### src/rtl/pkt_ingest.sv
`default_nettype none
// +--------------------------------------------------------------------------+
// | Module   : pkt_ingest                                                    |
// | Purpose  : Takes Ethernet frames from an Avalon-ST RX source and writes  |
// |            them word by word into a circular buffer through an Avalon-MM |
// |            write master. Good frames are committed and described by a    |
// |            descriptor. Errored, oversize, truncated or non-fitting       |
// |            frames are discarded by rewinding the write pointer.          |
// | Ports    : clk, reset (sync, active-low)                                 |
// |            asi_*          - frame stream in (data, valid/ready, sop/eop, |
// |                             empty, error)                                |
// |            ts_*           - free-running timestamp in                    |
// |            consumed_ptr   - consumer release pointer (words, wrap bit)   |
// |            avm_*          - single-word write master                     |
// |            pkt_*          - descriptor out, valid/ack handshake          |
// |            pkt_count, drop_count - committed / discarded frame counters  |
// | Revision : 1.0 - initial release                                         |
// +--------------------------------------------------------------------------+
module pkt_ingest #(
   parameter logic [31:0] BUF_BASE      = 32'h0000_0000,
   parameter int          BUF_WORDS     = 1024,
   parameter int          MAX_PKT_WORDS = 380,
   localparam int         AW            = $clog2(BUF_WORDS)
) (
   input  logic          clk,
   input  logic          reset,
   input  logic [31:0]   asi_data,
   input  logic          asi_valid,
   output logic          asi_ready,
   input  logic          asi_sop,
   input  logic          asi_eop,
   input  logic [1:0]    asi_empty,
   input  logic          asi_error,
   input  logic [31:0]   ts_seconds,
   input  logic [31:0]   ts_nanoseconds,
   input  logic [AW:0]   consumed_ptr,
   output logic [31:0]   avm_address,
   output logic [31:0]   avm_writedata,
   output logic          avm_write,
   output logic [15:0]   avm_burstcount,
   input  logic          avm_waitrequest,
   output logic          pkt_valid,
   input  logic          pkt_ack,
   output logic [31:0]   pkt_begin,
   output logic [31:0]   pkt_end,
   output logic [15:0]   pkt_len,
   output logic [31:0]   pkt_seconds,
   output logic [31:0]   pkt_nanoseconds,
   output logic [31:0]   pkt_count,
   output logic [31:0]   drop_count
);

   localparam logic [2:0] S_IDLE   = 3'd0;
   localparam logic [2:0] S_WRITE  = 3'd1;
   localparam logic [2:0] S_FLUSH  = 3'd2;
   localparam logic [2:0] S_COMMIT = 3'd3;
   localparam logic [2:0] S_DROP   = 3'd4;

   localparam logic [AW:0]   PTR_ONE   = (AW+1)'(1);
   localparam logic [AW:0]   RING_FULL = (AW+1)'(BUF_WORDS);
   localparam logic [AW-1:0] IDX_ONE   = AW'(1);
   localparam logic [15:0]   MAX_CNT   = 16'(MAX_PKT_WORDS);

   logic [2:0]  state_q, state_d;
   logic [AW:0] wr_q, wr_d, commit_q, commit_d, cons_q;
   logic [15:0] cnt_q, cnt_d;
   logic        avm_write_q, avm_write_d;
   logic [31:0] addr_q, addr_d, wdata_q, wdata_d;
   logic [31:0] begin_q, begin_d, end_q, end_d;
   logic [31:0] sec_q, sec_d, ns_q, ns_d;
   logic [15:0] len_q, len_d;
   logic [1:0]  empty_q, empty_d;
   logic        err_q, err_d;
   logic [31:0] pktc_q, pktc_d, dropc_q;
   logic [1:0]  drop_inc;

   logic        w_accept, w_wr_done, w_full_sop, w_full_wr;
   logic        w_start, w_wr_en;
   logic [AW:0] w_wr_at;

   function automatic logic [31:0] word_addr(input logic [AW-1:0] idx);
      word_addr = BUF_BASE + 32'({idx, 2'b00});
   endfunction

   // The pending write (if any) retires this cycle, so a new one may be issued.
   assign w_wr_done = !avm_write_q || !avm_waitrequest;
   assign asi_ready = ((state_q == S_IDLE || state_q == S_WRITE) && w_wr_done)
                      || (state_q == S_DROP);
   assign w_accept  = asi_valid && asi_ready;

   // A new frame always starts at the committed pointer, so its fullness is
   // judged from there; mid-frame fullness uses the speculative pointer.
   // cons_q is last cycle's consumed_ptr.
   assign w_full_sop = (commit_q - cons_q) == RING_FULL;
   assign w_full_wr  = (wr_q - cons_q) == RING_FULL;

   always_comb begin
      state_d     = state_q;
      wr_d        = wr_q;
      commit_d    = commit_q;
      cnt_d       = cnt_q;
      avm_write_d = avm_write_q && avm_waitrequest;
      addr_d      = addr_q;
      wdata_d     = wdata_q;
      begin_d     = begin_q;
      end_d       = end_q;
      len_d       = len_q;
      sec_d       = sec_q;
      ns_d        = ns_q;
      empty_d     = empty_q;
      err_d       = err_q;
      pktc_d      = pktc_q;
      drop_inc    = 2'd0;
      w_start     = 1'b0;
      w_wr_en     = 1'b0;
      w_wr_at     = wr_q;

      case (state_q)
         S_IDLE: begin
            if (w_accept && asi_sop) w_start = 1'b1;
         end
         S_WRITE: begin
            if (w_accept) begin
               if (asi_sop) begin
                  // Truncated frame: abandon it and restart on this beat.
                  drop_inc = 2'd1;
                  w_start  = 1'b1;
               end else if (w_full_wr || cnt_q == MAX_CNT) begin
                  wr_d     = commit_q;
                  drop_inc = 2'd1;
                  state_d  = asi_eop ? S_IDLE : S_DROP;
               end else begin
                  w_wr_en = 1'b1;
                  wr_d    = wr_q + PTR_ONE;
                  cnt_d   = cnt_q + 16'd1;
                  if (asi_eop) state_d = S_FLUSH;
               end
            end
         end
         S_FLUSH: begin
            if (w_wr_done) begin
               if (err_q) begin
                  wr_d     = commit_q;
                  drop_inc = 2'd1;
                  state_d  = S_IDLE;
               end else begin
                  end_d   = word_addr(wr_q[AW-1:0] - IDX_ONE);
                  len_d   = {cnt_q[13:0], 2'b00} - {14'd0, empty_q};
                  state_d = S_COMMIT;
               end
            end
         end
         S_COMMIT: begin
            if (pkt_ack) begin
               commit_d = wr_q;
               pktc_d   = pktc_q + 32'd1;
               state_d  = S_IDLE;
            end
         end
         S_DROP: begin
            if (w_accept) begin
               if (asi_sop)      w_start = 1'b1;
               else if (asi_eop) state_d = S_IDLE;
            end
         end
         default: state_d = S_IDLE;
      endcase

      if (w_start) begin
         wr_d = commit_q;
         if (w_full_sop) begin
            drop_inc = drop_inc + 2'd1;
            state_d  = asi_eop ? S_IDLE : S_DROP;
         end else begin
            w_wr_en = 1'b1;
            w_wr_at = commit_q;
            wr_d    = commit_q + PTR_ONE;
            cnt_d   = 16'd1;
            begin_d = word_addr(commit_q[AW-1:0]);
            sec_d   = ts_seconds;
            ns_d    = ts_nanoseconds;
            state_d = asi_eop ? S_FLUSH : S_WRITE;
         end
      end

      // Error/empty are only meaningful on the EOP beat, which is the last
      // written beat of the frame and therefore the one that sticks.
      if (w_wr_en) begin
         avm_write_d = 1'b1;
         addr_d      = word_addr(w_wr_at[AW-1:0]);
         wdata_d     = asi_data;
         err_d       = asi_error && asi_eop;
         empty_d     = asi_empty;
      end
   end

   always_ff @(posedge clk) begin
      if (!reset) begin
         state_q     <= S_IDLE;
         wr_q        <= '0;
         commit_q    <= '0;
         cons_q      <= '0;
         cnt_q       <= '0;
         avm_write_q <= 1'b0;
         addr_q      <= '0;
         wdata_q     <= '0;
         begin_q     <= '0;
         end_q       <= '0;
         len_q       <= '0;
         sec_q       <= '0;
         ns_q        <= '0;
         empty_q     <= '0;
         err_q       <= 1'b0;
         pktc_q      <= '0;
         dropc_q     <= '0;
      end else begin
         state_q     <= state_d;
         wr_q        <= wr_d;
         commit_q    <= commit_d;
         cons_q      <= consumed_ptr;
         cnt_q       <= cnt_d;
         avm_write_q <= avm_write_d;
         addr_q      <= addr_d;
         wdata_q     <= wdata_d;
         begin_q     <= begin_d;
         end_q       <= end_d;
         len_q       <= len_d;
         sec_q       <= sec_d;
         ns_q        <= ns_d;
         empty_q     <= empty_d;
         err_q       <= err_d;
         pktc_q      <= pktc_d;
         dropc_q     <= dropc_q + {30'd0, drop_inc};
      end
   end

   assign avm_address     = addr_q;
   assign avm_writedata   = wdata_q;
   assign avm_write       = avm_write_q;
   assign avm_burstcount  = 16'd1;
   assign pkt_valid       = (state_q == S_COMMIT);
   assign pkt_begin       = begin_q;
   assign pkt_end         = end_q;
   assign pkt_len         = len_q;
   assign pkt_seconds     = sec_q;
   assign pkt_nanoseconds = ns_q;
   assign pkt_count       = pktc_q;
   assign drop_count      = dropc_q;

endmodule
`default_nettype wire
### config.mk
export PLATFORM = sky130hd
export DESIGN_NAME = pkt_ingest
export DESIGN_NICKNAME = d
export VERILOG_FILES = /design/src/rtl/pkt_ingest.sv
export SDC_FILE = /design/constraint.sdc
export NUM_CORES = 1
export LEC_CHECK = 0
export ABC_CLOCK_PERIOD_IN_PS = 8600
export CORE_MARGIN = 2
export CORE_UTILIZATION = 50
export DETAILED_ROUTE_END_ITERATION = 10
export PLACE_DENSITY = 0.86
export SYNTH_ARGS = -nofsm -noshare
export SYNTH_HDL_FRONTEND = slang
export SYNTH_SLANG_ARGS = --single-unit
### constraint.sdc
create_clock -name clk -period 8.6 [get_ports clk]
set_clock_uncertainty 0.15 [all_clocks]
set_input_delay 1.72 -clock clk [delete_from_list [all_inputs] [get_ports clk]]
set_output_delay 1.72 -clock clk [all_outputs]
set_load 0.01 [all_outputs]
==> Yosys cells after proc, flatten, opt, wreduce, memory -nomap -nowiden <==
Index checks and enable logic that the tools add are counted.
{ "classes": {"muxes": 50, "n_addsub": 10, "eq_ne": 17, "n_reduce_logical": 19, "bitwise_logic": 2} }
{ "op_table": {"columns": ["cell", "n"], "rows": [
  ["16-bit two-way mux", 6],
  ["11-bit two-way mux", 7],
  ["3-bit two-way mux", 12],
  ["32-bit by 1-bit adder with 32-bit output, second input constant", 1],
  ["32-bit by 2-bit adder with 32-bit output", 1],
  ["11-bit by 1-bit adder with 11-bit output, second input constant", 2],
  ["11-bit equality test, second input constant", 2],
  ["11-bit one-hot mux with 2 select lines", 1],
  ["11-bit subtractor", 2],
  ["3-bit inequality test, second input constant", 7],
  ["10-bit two-way mux", 2],
  ["16-bit by 1-bit adder with 16-bit output, second input constant", 1],
  ["16-bit by 9-bit equality test with 1-bit output, second input constant", 1],
  ["16-bit by 2-bit subtractor with 16-bit output", 1],
  ["1-bit two-way mux", 15],
  ["3-bit one-hot mux with 5 select lines", 1],
  ["10-bit by 1-bit subtractor with 10-bit output, second input constant", 1],
  ["9-bit AND reduction", 1],
  ["2-bit two-way mux", 4],
  ["3-bit by 2-bit equality test with 1-bit output, second input constant", 2],
  ["1-bit logical AND", 5],
  ["5-bit AND reduction", 1],
  ["1-bit logical OR", 4],
  ["4-bit by 3-bit inequality test with 1-bit output, second input constant", 1],
  ["13 further kinds", 17]
]} }
{ "totals": {"regBits": 262, "elab_cells": 115, "inputBits": 117} }

==> Depth between registers and ports, before layout <==
Gate-level depths: netlist (run 1).
{ "logic_depth": {"word_depth": 11, "depth_mapped": 26, "ltp_nobuf": 23} }

==> Least setup slack after synthesis (run 1) <==
No wires, ideal clock.
{ "synth_timing": {"kind": "input to register", "start": "input port avm_waitrequest", "end": "register dropc_q[28], in the netlist drop_count[28]", "path_slack_ps": 3635, "n_path_buf": 1, "cell_stages": 17, "arrival_time_ps": 4700, "cell_sequence": "nand2_1 -> nor2_1 -> a211oi_1 -> nand3_1 -> mux2_2 -> ha_1 -> inv_1 -> fa_1 -> nor2b_1 -> and2_1 -> and3_1 -> clkbuf_1 -> nand2_1 -> nor2_1 -> nand2_1 -> xnor2_1 -> and2_1"} }
{ "synth_between": {"elab_chain_cells": 11} }
{ "synth_lines": {"columns": ["item", "line", "rtl"], "rows": [
  ["start: declaration", "41", "input logic avm_waitrequest,"],
  ["1-bit logical NOT *", "86", "assign w_wr_done = !avm_write_q || !avm_waitrequest;"],
  ["1-bit logical OR *", "86", null],
  ["1-bit logical AND *", "87", "assign asi_ready = ((state_q == S_IDLE || state_q == S_WRITE) && w_wr_done)"],
  ["1-bit logical OR *", "88", "|| (state_q == S_DROP);"],
  ["via asi_ready", "29", "output logic asi_ready,"],
  ["1-bit logical AND *", "89", "assign w_accept = asi_valid && asi_ready;"],
  ["1-bit two-way mux", "123", "if (w_accept) begin"],
  ["1-bit one-hot mux with 2 select lines", "118", "case (state_q)"],
  ["2-bit by 1-bit adder with 2-bit output", "172", "drop_inc = drop_inc + 2'd1;"],
  ["2-bit two-way mux", "171", "if (w_full_sop) begin"],
  ["2-bit two-way mux *", "169", "if (w_start) begin"],
  ["32-bit by 2-bit adder with 32-bit output *", "233", "dropc_q <= dropc_q + {30'd0, drop_inc};"],
  ["end signal: assignment", "233", null],
  ["end: declaration", "74", "logic [31:0] pktc_q, pktc_d, dropc_q;"]
]} }
The timed path passes the listed nets; every way through them passes the cells marked *.
A chain may end at the register's enable or synchronous reset.

==> Worst setup path in the final report (run 1) <==
{ "layout_timing": {"start": "register wr_q[5]", "end": "register dropc_q[28], in the netlist drop_count[28]"} }
{ "layout_between": {"elab_chain_cells": 11} }
{ "layout_lines": {"columns": ["item", "line", "rtl"], "rows": [
  ["start: declaration", "65", "logic [AW:0] wr_q, wr_d, commit_q, commit_d, cons_q;"],
  ["start signal: assignment", "218", "wr_q <= wr_d;"],
  ["11-bit subtractor *", "95", "assign w_full_wr = (wr_q - cons_q) == RING_FULL;"],
  ["11-bit equality test *", "95", null],
  ["1-bit logical OR *", "128", "end else if (w_full_wr || cnt_q == MAX_CNT) begin"],
  ["1-bit two-way mux *", "128", null],
  ["1-bit two-way mux *", "124", "if (asi_sop) begin"],
  ["1-bit two-way mux *", "123", null],
  ["1-bit one-hot mux with 2 select lines *", "118", null],
  ["2-bit by 1-bit adder with 2-bit output", "172", null],
  ["2-bit two-way mux", "171", null],
  ["2-bit two-way mux *", "169", null],
  ["32-bit by 2-bit adder with 32-bit output *", "233", null]
]} }
Every way passes the cells marked *; elsewhere a longest branch is shown, timed or not.

==> flow_summary.toml, run 1 <==
[floorplan]
die_height_um = 161
pin_count = 408
core_mm2 = 0.0243
rows = 57
dieArea_mm2 = 0.0261
die_w_um = 161
start_util_pct = 50.9

[flow_run]
max_cap_viol_count = 0

[synth]
synth.most_common_cell = "nand2_1"
synth_edf_count = 0
yosys_most_used_dff = "dfxtp_1"
ys_types = 70
yosys_warnings = 0
synth_top_area_share_pct = 42.3
synth_top_cell_by_area = "dfxtp_1"
synthCells = 1554
synth-async-reset-ratio_pct = 0
synth_area_leaders = "dfxtp_1 42%, nand2_1 9.2%, a21oi_1 6.5%"
avgSynthCellArea_um2 = 7.97
synth_area_mm2 = 0.0124
synth-seq-area-share_pct = 42.3
synth_common_cells = "303 x nand2_1, 262 x dfxtp_1, 161 x a21oi_1"
ys_ff_latch = 262

[place]
io_buffer_count = 325
gp_congestion = 0.949
dp.cells = 2118
dpl.hpwl_mm = 25.3

[finish]
diodes = 0
synthToLayoutAreaGrowth_pct = 32.9
nets = 1974
final_cells = 2173
drive_above_1_share_pct = 3.79
multi_input_area_mm2 = 0.00632
fill_cells = 1953
regArea_mm2 = 0.00525

[global_routing]
antenna_found_initial = 0
grt.total_usage_pct = 27.0
grt-ovfl-total = 0
grt_pass1_wl_mm = 57.6
grt_max_degree = 143
grt_pass1_vias = 11200

[setup_path]
required_ns = 8.89
critPathKind = "reg -> reg"
endpoint_kind = "register"
worstPathArrival_ns = 5.88
critPathLaunchType = "register"
worst-path-max-fanout = 13

[clocking]
cts_tree = "yes"
holdBufCountCts = 0
postCtsSetupRepairBufs = 0
cts_max_path_buffers = 3
cts_sinks = 262
numCtsBuffers = 30
cts_resized = 0
cts.clk_slew.worst_paths_ns = 0.06
clockRootBuffer = "clkbuf_16"
clock_latency_ns = 0.55
cts_max_level = 1

[sta]
tightest_slew_ns = 1.12
post-route-period-util_pct = 65.0
finalHoldViolations = 0
slew_violations = 0
max_slew_margin_pct = 25.5
clock.fmax_mhz = 179
fin_setup_tns_ns = 0
rsz0062_at_grt = "false"
setup_violations = 0
min_period_ns = 5.59

[power_and_ir_drop]
switchingPower_w = 0.00120
clkPwrFrac_pct = 34.4
sequentialPowerShare_pct = 38.1
p_leak_nw = 6.08
ir_drop_mv = 0.182
powerDensity_mw_per_mm2 = 230
power_frac_comb_pct = 27.5
p_total_w = 0.00378
intPower_w = 0.00258
swShare_pct = 31.7

[drt]
vias = 11800
drc = 0
vias_per_cell = 5.41
drtIter0Drc = 1031
wl_mm = 37.0
ant_nets = 0
drt_pass1_iterations = 5
post_drt_wl_per_cell_um = 17.0

[min_path]
hold_path_class = "reg -> reg"

[run_status]
status = "finished clean"
## through the flow
stage               cell area, µm²  utilization (%)  setup slack, ns  hold WS (ns)
floorplan                    12700                -             3.64         0.292
global placement             15400             63.5             3.06         0.289
detailed placement           15400             63.5             2.90         0.294
CTS                          16500             67.7             3.11         0.301
global route                 16500             67.7             2.67         0.320
finish                       16500             67.7             3.01         0.297
## placed cells by master (no fill, tap or decap), drive strengths merged, types with 37 or more instances in the layout
cell type / n
a21oi: 162
clkbuf: 51
clkdlybuf4s50: 325
conb: 82
dfxtp: 262
nand2: 303
nor2: 129
o21ai: 69
xnor2: 37
xor2: 59
## area by class of cell
| class | count | share of cell area, % |
|---|---|---|
| inverters | 34 | 0.806 |
| clock inverters | 4 | 0.289 |
| clock buffers | 51 | 5.96 |
| repair buffers | 335 | 20.2 |
| multi-input cells | 1163 | 38.4 |
| flip-flops and latches | 262 | 31.9 |
| well taps | 324 | 2.46 |
## state kept, by name, indices dropped and copies added (netlist names)
signal,count
avm_writedata,32
drop_count,32
pkt_count,32
pkt_nanoseconds,32
pkt_seconds,32
cnt_q,16
pkt_len,16
commit_q,11
cons_q,11
wr_q,11
avm_address,10
pkt_begin,10
pkt_end,10
state_q,3
empty_q,2
avm_write,1
err_q,1
## per-layer routing
metal  wire (µm)  up-vias  share of wire, %  global-route usage, %
met5           0        -                 0                      0
met4        1160        0               3.1                   9.13
met3        3630      100               9.8                   7.68
met2       17600      546                48                   45.3
met1       14600     5471                40                   33.2
li1            -     5633                 -                      -
## power by group through the flow
| stage | logic [W] | clock network, W | registers (W) |
|---|---|---|---|
| floorplan | 0.000659 | 0 | 0.00146 |
| finish | 0.00104 | 0.00130 | 0.00144 |
| global route | 0.00114 | 0.00137 | 0.00146 |
| global placement | 0.00100 | 0 | 0.00145 |
| CTS | 0.00103 | 0.00132 | 0.00144 |
| detailed placement | 0.00102 | 0 | 0.00146 |
## critical path, cell delays in order, from the launching register on
cell	delay (ns)
dfxtp_1	0.73
ha_1	0.40
and4_1	0.18
o21ai_1	0.11
o21ai_0	0.20
o32a_1	0.40
nor4_1	0.25
and4_1	0.41
a2111oi_0	0.12
nor2_1	0.17
ha_1	0.15
mux2_2	0.16
ha_1	0.17
inv_1	0.06
fa_1	0.39
nor2b_1	0.30
and2_1	0.24
and3_1	0.29
nand2_1	0.11
nor2_1	0.15
nand2_1	0.08
xnor2_1	0.12
and2_1	0.15
## final timing paths
check | slack, ns | to | depth (start not counted) | from
setup / recovery | 3.01 | drop_count[28] | 22 | wr_q[5]
hold / removal | 0.30 | avm_writedata[3] | 2 | avm_writedata[3]
setup reg to reg | 3.01 | drop_count[28] | 22 | wr_q[5]
hold reg to reg | 0.30 | avm_writedata[3] | 2 | avm_writedata[3]
## cell families (layout without fill, tap and decap cells)
family | Yosys count | after routing | synth area share, %
DFF | 262 | 262 | 42.3
AOI/OAI and AO/OA | 315 | 315 | 14.6
and+or+nand+nor | 633 | 633 | 23.2
other | 2 | 82 | 0.0606
buffers and inverters | 209 | 424 | 9.23
xor gates and xnor gates | 96 | 96 | 6.79
adders and majority gates | 31 | 31 | 3.19
muxes | 6 | 6 | 0.515
Power figures use the tool's default switching activity.
==> inputs of run 2 (changes only) <==
ABC_CLOCK_PERIOD_IN_PS = 5000   (was 8600)
CORE_UTILIZATION = 42   (was 50)
PLACE_DENSITY = 0.77   (was 0.86)
clock period = 5 ns   (was 8.6 ns; I/O delays follow)
==> flow_summary.toml, run 2 (same netlist as run 1, synthesis figures left out) <==
[run_status]
status = "finished clean"

[setup_path]
path_cells = "inv_1, ha_1, and4_1, o21ai_1, o21ai_1, o32a_1, nor4_2, and4_1, a2111oi_1, nor2_1, ha_1, mux2_2, ha_1, inv_1, fa_1, nor2b_1, and2_4, and3_4, nand2_1, nor2_1, nand2_1, xnor2_1, and2_1"
critPathKind = "reg -> reg"
worstPathArrival_ns = 4.92
cpMostUsedCell = "ha_1"
crit_slowest_cell = "o32a_1"
critPathLaunchType = "register"
crit_family = "simple AND/OR/NAND/NOR gates"
required_ns = 5.29
path_buf_inv = 2
endpoint_kind = "register"
worst-path-max-fanout = 6
critPathMaxStageDelay_ns = 0.40

[global_routing]
grt_pass1_wl_mm = 58.0
grt.total_usage_pct = 23.0
antenna_found_initial = 1
grt_pass1_vias = 10800
grt-ovfl-total = 0
grt_max_degree = 125

[drt]
vias = 11600
drtIter0Drc = 832
ant_nets = 0
wl_mm = 37.5
vias_per_cell = 5.15
post_drt_wl_per_cell_um = 16.7
drc = 0
drt_pass1_iterations = 5

[sta]
tightest_slew_ns = 1.04
rsz0062_at_grt = "false"
fin_setup_tns_ns = 0
post-route-period-util_pct = 92.6
clock.fmax_mhz = 216
finalHoldViolations = 0
setup_violations = 0
whs_ns = 0.297
slew_violations = 0
max_slew_margin_pct = 30.1
min_period_ns = 4.63

[clocking]
cts.clk_slew.worst_paths_ns = 0.06
cts_max_level = 1
postCtsSetupRepairBufs = 0
cts_sinks = 262
holdBufCountCts = 0
clockRootBuffer = "clkbuf_16"
cts_resized = 0
numCtsBuffers = 29
cts_max_path_buffers = 3
clock_latency_ns = 0.54
cts_tree = "yes"

[power_and_ir_drop]
p_leak_nw = 6.22
ir_drop_mv = 0.226
powerDensity_mw_per_mm2 = 396

[floorplan]
start_util_pct = 42.9
die_height_um = 176
die_w_um = 176
rows = 62
core_mm2 = 0.0289
pin_count = 408
dieArea_mm2 = 0.0309

[finish]
drive_above_1_share_pct = 5.35
synthToLayoutAreaGrowth_pct = 35.7
fill_cells = 2547
most-common-layout-cells = "325 x clkdlybuf4s50_1, 303 x nand2_1, 262 x dfxtp_1, 160 x a21oi_1, 127 x nor2_1"
nets = 1995
diodes = 0
final_area_mm2 = 0.0168
layout_commonest_cell = "clkdlybuf4s50_1"

[place]
dpl.hpwl_mm = 26.2
place_area_mm2 = 0.0157
io_buffer_count = 325
gp_congestion = 0.910

[flow_run]
max_cap_viol_count = 0

[min_path]
hold_path_class = "reg -> reg"
==> run 2: changes by cell type in the layout (fill, tap and decap cells not counted), moves of 2 or more <==
cell | before | now
clkbuf_16 | 31 | 29
bufinv_16 | 1 | 6
clkbuf_1 | 7 | 3
buf_4 | 10 | 29
clkbuf_8 | 13 | 8
clkinv_2 | 2 | 5
buf_12 | 0 | 3
==> run 2: final timing paths <==
path,startpoint,end,slack [ns],cells past startpoint
worst min-delay path,avm_writedata[10],avm_writedata[10],0.30,2
worst max register to register,cons_q[4],drop_count[28],0.37,23
worst min register to register,avm_writedata[10],avm_writedata[10],0.30,2
worst max-delay path,cons_q[4],drop_count[28],0.37,23
==> run 2: worst reg2reg max path: stages (launching register included) <==
cell       delay (ns)
dfxtp_1          0.32
inv_1            0.06
ha_1             0.32
and4_1           0.21
o21ai_1          0.10
o21ai_1          0.15
o32a_1           0.40
nor4_2           0.28
and4_1           0.28
a2111oi_1        0.07
nor2_1           0.15
ha_1             0.15
mux2_2           0.16
ha_1             0.16
inv_1            0.05
fa_1             0.37
nor2b_1          0.16
and2_4           0.18
and3_4           0.22
nand2_1          0.08
nor2_1           0.15
nand2_1          0.08
xnor2_1          0.12
and2_1           0.15
==> run 2: where the power goes <==
group / leakage (nW) / total [W] / internal [W] / switching [W]
Combinational: 3.57 / 0.00190 / 0.000817 / 0.00109
Sequential: 2.13 / 0.00242 / 0.00229 / 0.000130
Clock: 0.523 / 0.00235 / 0.00148 / 0.000863
==> run 2: per-stage QoR <==
stage | power, W | utilization, % | worst slack [ns] | std cells
final | 0.00666 | 58.3 | 0.369 | 2252
after global routing | 0.00698 | 58.3 | 0.00485 | 2252
after CTS | 0.00669 | 58.1 | 0.156 | 2252
after detailed placement | 0.00434 | 54.4 | 0.194 | 2200
after global placement | 0.00430 | 54.4 | 0.313 | 2200
after floorplan | 0.00364 | - | 0.198 | 1634
==> run 2: layout make-up <==
cell class	instances	area, µm²	area share [%]
multi-input cells	1163	6360	37.8
inverters	34	133	0.789
repair buffers	357	3530	21.0
clock buffers	40	847	5.04
well taps	384	480	2.86
flip-flops and latches	262	5250	31.2
clock inverters	12	213	1.27
==> run 2: routing by layer <==
metal	share of wire [%]	up-vias	routed length [µm]	track usage (%)
li1	-	5675	-	-
met3	8.5	80	3190	6.62
met5	0.035	-	13	0
met2	47	416	17600	37.5
met1	42	5432	15700	29.8
met4	2.6	2	964	6.40
